`config.mk`:
```
export PLATFORM = sky130hd
export DESIGN_NAME = frame_draw_scheduler
export DESIGN_NICKNAME = d
export VERILOG_FILES = /design/src/rtl/frame_draw_scheduler.sv
export SDC_FILE = /design/constraint.sdc
export NUM_CORES = 1
export LEC_CHECK = 0
export CAP_MARGIN = 25
export CORE_MARGIN = 2
export CORE_UTILIZATION = 50
export CTS_CLUSTER_SIZE = 10
export DETAILED_ROUTE_END_ITERATION = 16
export GPL_TIMING_DRIVEN = 0
export PLACE_DENSITY = 0.73
export REMOVE_ABC_BUFFERS = 1
export SETUP_SLACK_MARGIN = 0.05
export SYNTH_ARGS = -nofsm -noshare
export SYNTH_HDL_FRONTEND = slang
export SYNTH_SLANG_ARGS = --single-unit
```
`constraint.sdc`:
```
create_clock -name CLOCK_50 -period 15.2 [get_ports CLOCK_50]
set_input_delay 3.04 -clock CLOCK_50 [delete_from_list [all_inputs] [get_ports CLOCK_50]]
set_output_delay 3.04 -clock CLOCK_50 [all_outputs]
set_load 0.03 [all_outputs]
```
`src/rtl/frame_draw_scheduler.sv`:
```
// Per-frame draw sequencer: scrolled background sweep, then sprite overlay,
// feeding the single VGA adapter write port through a one-stage ROM pipeline.
module frame_draw_scheduler #(
  parameter int XSCREEN = 160,
  parameter int YSCREEN = 120,
  parameter int SCROLL_SPEED = 1,
  parameter int SPR_W = 8,
  parameter int SPR_H = 12,
  parameter int SPR_AW = 7,
  parameter int COLOUR_W = 3,
  parameter logic [COLOUR_W-1:0] TRANSPARENT = '0
) (
  input  logic                CLOCK_50,
  input  logic                reset,
  input  logic                frame_tick,
  input  logic [7:0]          car_x,
  input  logic [6:0]          car_y,
  output logic [14:0]         bg_addr,
  input  logic [COLOUR_W-1:0] bg_data,
  output logic [SPR_AW-1:0]   spr_addr,
  input  logic [COLOUR_W-1:0] spr_data,
  output logic [7:0]          x,
  output logic [6:0]          y,
  output logic [COLOUR_W-1:0] colour,
  output logic                plot,
  output logic                busy,
  output logic                done,
  output logic                overrun,
  output logic [6:0]          scroll_offset
);

  localparam logic [1:0] S_IDLE = 2'd0;
  localparam logic [1:0] S_BG   = 2'd1;
  localparam logic [1:0] S_SPR  = 2'd2;
  localparam logic [1:0] S_DONE = 2'd3;

  logic [1:0] state_q, state_d;
  logic [7:0] col_q, col_d;
  logic [6:0] row_q, row_d;
  logic [7:0] sx_q, sx_d;
  logic [6:0] sy_q, sy_d;
  logic [7:0] carx_q, carx_d;
  logic [6:0] cary_q, cary_d;
  logic pending_q, pending_d;
  logic overrun_q, overrun_d;
  logic [6:0] offset_q, offset_d;
  logic stg_vld_q, stg_vld_d;
  logic stg_spr_q, stg_spr_d;
  logic [8:0] stg_x_q, stg_x_d;
  logic [7:0] stg_y_q, stg_y_d;
  logic [7:0] x_q, x_d;
  logic [6:0] y_q, y_d;
  logic [COLOUR_W-1:0] colour_q, colour_d;

  logic [7:0] src_sum, src_row, off_sum;
  logic [14:0] bg_lin;
  logic [15:0] spr_lin;
  logic last_bg, last_spr, spr_vis, plot_c;

  // Background row is fetched from the scrolled source row, wrapped once
  always_comb begin
    src_sum = {1'b0, row_q} + {1'b0, offset_q};
    src_row = (src_sum >= 8'(YSCREEN)) ? src_sum - 8'(YSCREEN) : src_sum;
    bg_lin  = 15'(src_row) * 15'(XSCREEN) + 15'(col_q);
    spr_lin = 16'(sy_q) * 16'(SPR_W) + 16'(sx_q);
    off_sum = {1'b0, offset_q} + 8'(SCROLL_SPEED);
    last_bg  = (col_q == 8'(XSCREEN - 1)) && (row_q == 7'(YSCREEN - 1));
    last_spr = (sx_q == 8'(SPR_W - 1)) && (sy_q == 7'(SPR_H - 1));
  end

  assign bg_addr  = (state_q == S_BG) ? bg_lin : '0;
  assign spr_addr = (state_q == S_SPR) ? SPR_AW'(spr_lin) : '0;
  assign busy     = (state_q != S_IDLE);
  assign done     = (state_q == S_DONE);
  assign overrun  = overrun_q;
  assign scroll_offset = offset_q;

  always_comb begin
    state_d   = state_q;
    col_d     = col_q;
    row_d     = row_q;
    sx_d      = sx_q;
    sy_d      = sy_q;
    carx_d    = carx_q;
    cary_d    = cary_q;
    pending_d = pending_q;
    overrun_d = overrun_q;
    offset_d  = offset_q;
    stg_vld_d = 1'b0;
    stg_spr_d = stg_spr_q;
    stg_x_d   = stg_x_q;
    stg_y_d   = stg_y_q;
    if (frame_tick && pending_q) overrun_d = 1'b1;
    case (state_q)
      S_IDLE: begin
        if (frame_tick || pending_q) begin
          state_d   = S_BG;
          pending_d = 1'b0;
          carx_d    = car_x;
          cary_d    = car_y;
          col_d     = '0;
          row_d     = '0;
        end
      end
      S_BG: begin
        if (frame_tick) pending_d = 1'b1;
        stg_vld_d = 1'b1;
        stg_spr_d = 1'b0;
        stg_x_d   = {1'b0, col_q};
        stg_y_d   = {1'b0, row_q};
        if (last_bg) begin
          state_d = S_SPR;
          sx_d    = '0;
          sy_d    = '0;
        end else if (col_q == 8'(XSCREEN - 1)) begin
          col_d = '0;
          row_d = row_q + 7'd1;
        end else begin
          col_d = col_q + 8'd1;
        end
      end
      S_SPR: begin
        if (frame_tick) pending_d = 1'b1;
        stg_vld_d = 1'b1;
        stg_spr_d = 1'b1;
        stg_x_d   = {1'b0, carx_q} + {1'b0, sx_q};
        stg_y_d   = {1'b0, cary_q} + {1'b0, sy_q};
        if (last_spr) begin
          state_d = S_DONE;
        end else if (sx_q == 8'(SPR_W - 1)) begin
          sx_d = '0;
          sy_d = sy_q + 7'd1;
        end else begin
          sx_d = sx_q + 8'd1;
        end
      end
      default: begin
        if (frame_tick) pending_d = 1'b1;
        offset_d = (off_sum >= 8'(YSCREEN)) ?
                   7'(off_sum - 8'(YSCREEN)) : 7'(off_sum);
        state_d  = S_IDLE;
      end
    endcase
  end

  // ROM data lands alongside the staged coordinates; hold x/y/colour when idle
  always_comb begin
    spr_vis  = (stg_x_q < 9'(XSCREEN)) && (stg_y_q < 8'(YSCREEN)) &&
               (spr_data != TRANSPARENT);
    plot_c   = stg_vld_q && (!stg_spr_q || spr_vis);
    x_d      = x_q;
    y_d      = y_q;
    colour_d = colour_q;
    if (plot_c) begin
      x_d      = stg_x_q[7:0];
      y_d      = stg_y_q[6:0];
      colour_d = stg_spr_q ? spr_data : bg_data;
    end
  end

  assign plot   = plot_c;
  assign x      = x_d;
  assign y      = y_d;
  assign colour = colour_d;

  always_ff @(posedge CLOCK_50 or posedge reset) begin
    if (reset) begin
      state_q   <= S_IDLE;
      col_q     <= '0;
      row_q     <= '0;
      sx_q      <= '0;
      sy_q      <= '0;
      carx_q    <= '0;
      cary_q    <= '0;
      pending_q <= 1'b0;
      overrun_q <= 1'b0;
      offset_q  <= '0;
      stg_vld_q <= 1'b0;
      stg_spr_q <= 1'b0;
      stg_x_q   <= '0;
      stg_y_q   <= '0;
      x_q       <= '0;
      y_q       <= '0;
      colour_q  <= '0;
    end else begin
      state_q   <= state_d;
      col_q     <= col_d;
      row_q     <= row_d;
      sx_q      <= sx_d;
      sy_q      <= sy_d;
      carx_q    <= carx_d;
      cary_q    <= cary_d;
      pending_q <= pending_d;
      overrun_q <= overrun_d;
      offset_q  <= offset_d;
      stg_vld_q <= stg_vld_d;
      stg_spr_q <= stg_spr_d;
      stg_x_q   <= stg_x_d;
      stg_y_q   <= stg_y_d;
      x_q       <= x_d;
      y_q       <= y_d;
      colour_q  <= colour_d;
    end
  end

endmodule

```
==> impl_metrics.csv, run 1 <==
group,metric,value,unit
run_status,outcome,"complete, no violations",
logic_synthesis,synth-async-reset-ratio,100,%
global_routing,grt_first_pass_wirelength,23800,um
placement,port_buffers,74,
die,boundaryPins,75,
die,std_cell_rows,40,
logic_synthesis,synth_xor_xnor_area_share,6.18,%
timing,fin_worst_skew,0.00630,ns
timing,drv_slew,0,
timing,post-route-period-util,60.2,%
logic_synthesis,syn_inst,684,
die,die_y,116,um
clock_network,clkSinkCount,93,
timing,relSlewSlack,43.6,%
clock_network,clock-root-buffer,"clkbuf_16",
cells_and_area,layout-drive-gt1-share,8.42,%
global_routing,grt_pass1_vias,4991,
clock_network,path_clk_slew,0.06,ns
power_and_ir_drop,power,1680,uW
detailed_routing,drt_iter0_markers,260,
worst_setup_path,critPathArrivalTime,6.12,ns
clock_network,cts_setup_buffers,0,
placement,post-dp-hpwl,10800,um
global_routing,grt_util_all_layers,22.4,%
placement,gp_congestion,0.857,
clock_network,cts_resized,0,
global_routing,overflow,0,
die,start_util,51.5,%
logic_synthesis,seq_area_frac_synth,37.3,%
detailed_routing,wire_per_inst,15.3,um
global_routing,antenna_found_initial,0,
timing,hold_violations,0,
min_path,hp-class,"flop to flop",
power_and_ir_drop,pwr_density_cell,224,nW/um^2
clock_network,cts_tree,"yes",
die,core,12100,sq um
logic_synthesis,synth-simple-area-share,20.8,%
power_and_ir_drop,leakage,0.00338,uW
logic_synthesis,synth.area.mux_share,6.50,%
timing,setup_tns,0,ns
logic_synthesis,synth-edff-count,0,
clock_network,cts.htree.levels,3,
detailed_routing,wirelength,14200,um
timing,min_period,9.16,ns
clock_network,insertion_delay,0.35,ns
logic_synthesis,yosys.area_share.adder,12.3,%
timing,clock.fmax,109,MHz
detailed_routing,viasPerCell,5.52,
detailed_routing,drc,0,
detailed_routing,firstDrtPassIters,4,
cells_and_area,antenna_cells,0,
logic_synthesis,yosys_warnings,0,
worst_setup_path,worstPathRequired,12.16,ns
timing,finalSetupViolations,0,
detailed_routing,ant_nets,0,
worst_setup_path,startpoint_type,"flop",
logic_synthesis,synth_top_family_by_area,"simple AND/OR/NAND/NOR gates",
timing,rsz0062_at_grt,"no",
logic_synthesis,synth_compound_area_share,13.1,%
logic_synthesis,yosys.cell_types.count,65,
clock_network,cts_buffers,9,
detailed_routing,vias,5118,
logic_synthesis,avgSynthCellArea,9.12,sq um
run,drv_cap,0,
clock_network,clock_path_buffers,2,
worst_setup_path,worstPathMaxFanout,7,
die,dieArea,13400,sq um
power_and_ir_drop,max-vdd-ir-drop,0.0948,mV
global_routing,grt_max_degree,66,
die,die_w,116,um
timing,tightest_slew,0.837,ns
logic_synthesis,syn_area,6240,sq um
cells_and_area,syn2layout_area_growth,20.2,%
worst_setup_path,crit_type,"flop to output pin",
worst_setup_path,cp-end-kind,"output pin",
cells_and_area,fin_nets,836,
clock_network,postCtsHoldBufs,0,
logic_synthesis,synth_ff_type,"dfrtp_1",
logic_synthesis,synth_seq_cells,93,
[layout by cell type (no fill, tap or decap), types with 6 or more instances in the layout]
cell,netlist,routed
nand2_1,85,85
o21ai_0,39,38
nand3_1,21,21
dfrtp_1,93,93
and3_1,13,13
nand4_1,8,8
clkdlybuf4s50_1,0,74
xor2_1,19,19
o31ai_1,6,6
a21o_1,10,10
nor2b_1,8,8
nor2_1,70,70
fa_1,6,6
mux2_2,20,20
clkbuf_16,0,9
ha_1,51,51
mux2i_1,18,18
nor3_1,11,11
a21oi_1,39,39
and2_1,9,9
inv_1,38,37
xnor2_1,25,25
[power breakdown]
group,switching [uW],total [uW],leakage [uW],internal [uW]
Combinational,594,1020,0.00206,428
Sequential,78.7,419,0.00118,341
Clock,93.9,238,0.000145,144
[state kept, by name (all words and copies together), names as in the netlist, 7 cells and up]
name           flops
carx_q             8
cary_q             7
col_q              8
row_q              7
scroll_offset      7
stg_x_q            9
stg_y_q            8
sx_q               8
sy_q               7
x_q                8
y_q                7
[path summary, 6_finish.rpt]
| kind | from | end | slack (ns) | cells past startpoint |
|---|---|---|---|---|
| max | scroll_offset[0] | bg_addr[14] | 6.04 | 22 |
| min | overrun | overrun | 0.46 | 1 |
| max reg2reg | state_q[1] | row_q[5] | 12.19 | 7 |
| min reg2reg | overrun | overrun | 0.46 | 1 |
| max in group asynchronous | reset | scroll_offset[6] | 11.52 | 3 |
| min in group asynchronous | reset | x_q[6] | 3.04 | 2 |
[layout make-up]
type	count	area (sq um)
tap	168	210
inverter	38	145
fill	1043	4610
multi-input combinational	534	3670
sequential	93	2330
clock inverter	6	87.6
clock buffer	10	229
timing repair buffer	79	830
[cells in the mapped netlist, drive strengths merged, types with 2 or more instances]
master	instances	area share, %
fa	6	1.9
o21bai	4	0.48
nand2b	5	0.62
mux2	20	3.6
and3	14	1.4
xor2	19	2.7
a21oi	40	3.3
o21ai	41	3.3
o22ai	3	0.30
xnor2	25	3.5
a22o	5	0.70
and2	9	0.90
o21ba	2	0.32
nor3b	5	0.76
buf	7	0.82
nand3	22	1.8
inv	38	2.3
dfrtp	93	37
a21o	10	1.2
nand3b	3	0.36
or2	5	0.50
clkbuf	12	0.72
nand2	86	5.2
nor2b	8	0.80
or3	4	0.42
a211oi	4	0.64
o211ai	2	0.32
a31oi	2	0.20
nor4	5	0.84
mux2i	18	2.9
a21boi	2	0.24
nor2	71	4.3
ha	51	10
and4	3	0.44
nand4	8	0.80
or4	2	0.24
o21a	3	0.36
o31ai	6	0.72
nor3	11	0.88
[stage by stage]
step / setup WS, ns / instances / instance area (sq um) / util [%] / hold slack, ns
2_1_floorplan: 6.67 / 665 / 6140 / - / 0.469
3_3_place_gp: 5.18 / 907 / 7090 / 58.6 / 0.443
3_5_place_dp: 6.41 / 911 / 7160 / 59.1 / 0.445
4_1_cts: 6.01 / 927 / 7470 / 61.7 / 0.464
5_1_grt: 5.61 / 928 / 7500 / 61.9 / 0.496
6_report: 6.04 / 928 / 7500 / 61.9 / 0.459
[metal layers]
metal | track usage (%) | vias to the layer above | part of all wire (%)
li1 | - | 2529 | -
met1 | 30.1 | 2471 | 47
met2 | 36.8 | 104 | 48
met3 | 4.50 | 14 | 3.7
met4 | 6.83 | 0 | 1.4
met5 | 0 | - | 0
[cells by family after synthesis]
group                    after synthesis
AND/OR/NAND/NOR                      264
multiplexers                          38
adder cells (fa/ha/maj)               58
flip-flops                            93
buffers and inverters                 57
XOR/XNOR                              44
AO/OA/AOI/OAI                        130
[worst max-delay path, stage by stage, from the launching register on]
cell             delay [ns]
dfrtp_1                0.49
ha_1                   0.30
fa_1                   0.42
a211oi_2               0.31
o21ba_2                0.23
nor2_1                 0.11
ha_1                   0.29
mux2i_1                0.16
a21oi_1                0.05
or3_2                  0.49
nor2_1                 0.11
nor2_1                 0.05
nor2_1                 0.12
ha_1                   0.24
ha_1                   0.31
o21a_1                 0.12
o31a_1                 0.13
or2_2                  0.30
maj3_1                 0.33
a32o_1                 0.23
o21ai_0                0.14
nor3b_2                0.17
clkdlybuf4s50_1        0.69
Power figures use the tool's default switching activity.
==> run 2, diff against run 1 <==
Clock period 15.2 ns to 9.2 ns, I/O delays scaled along.
==> results of run 2 <==
Same layout as run 1 (identical final DEF). Status: complete, no violations.
Main changes from that run: setup slack after placement 6.41 ns -> 1.61 ns; setup slack after layout 6.04 ns -> 1.24 ns; register-to-register setup slack 12.19 ns -> 6.19 ns; total power 1680 uW -> 2770 uW; worst IR drop on VDD 0.0948 mV -> 0.157 mV
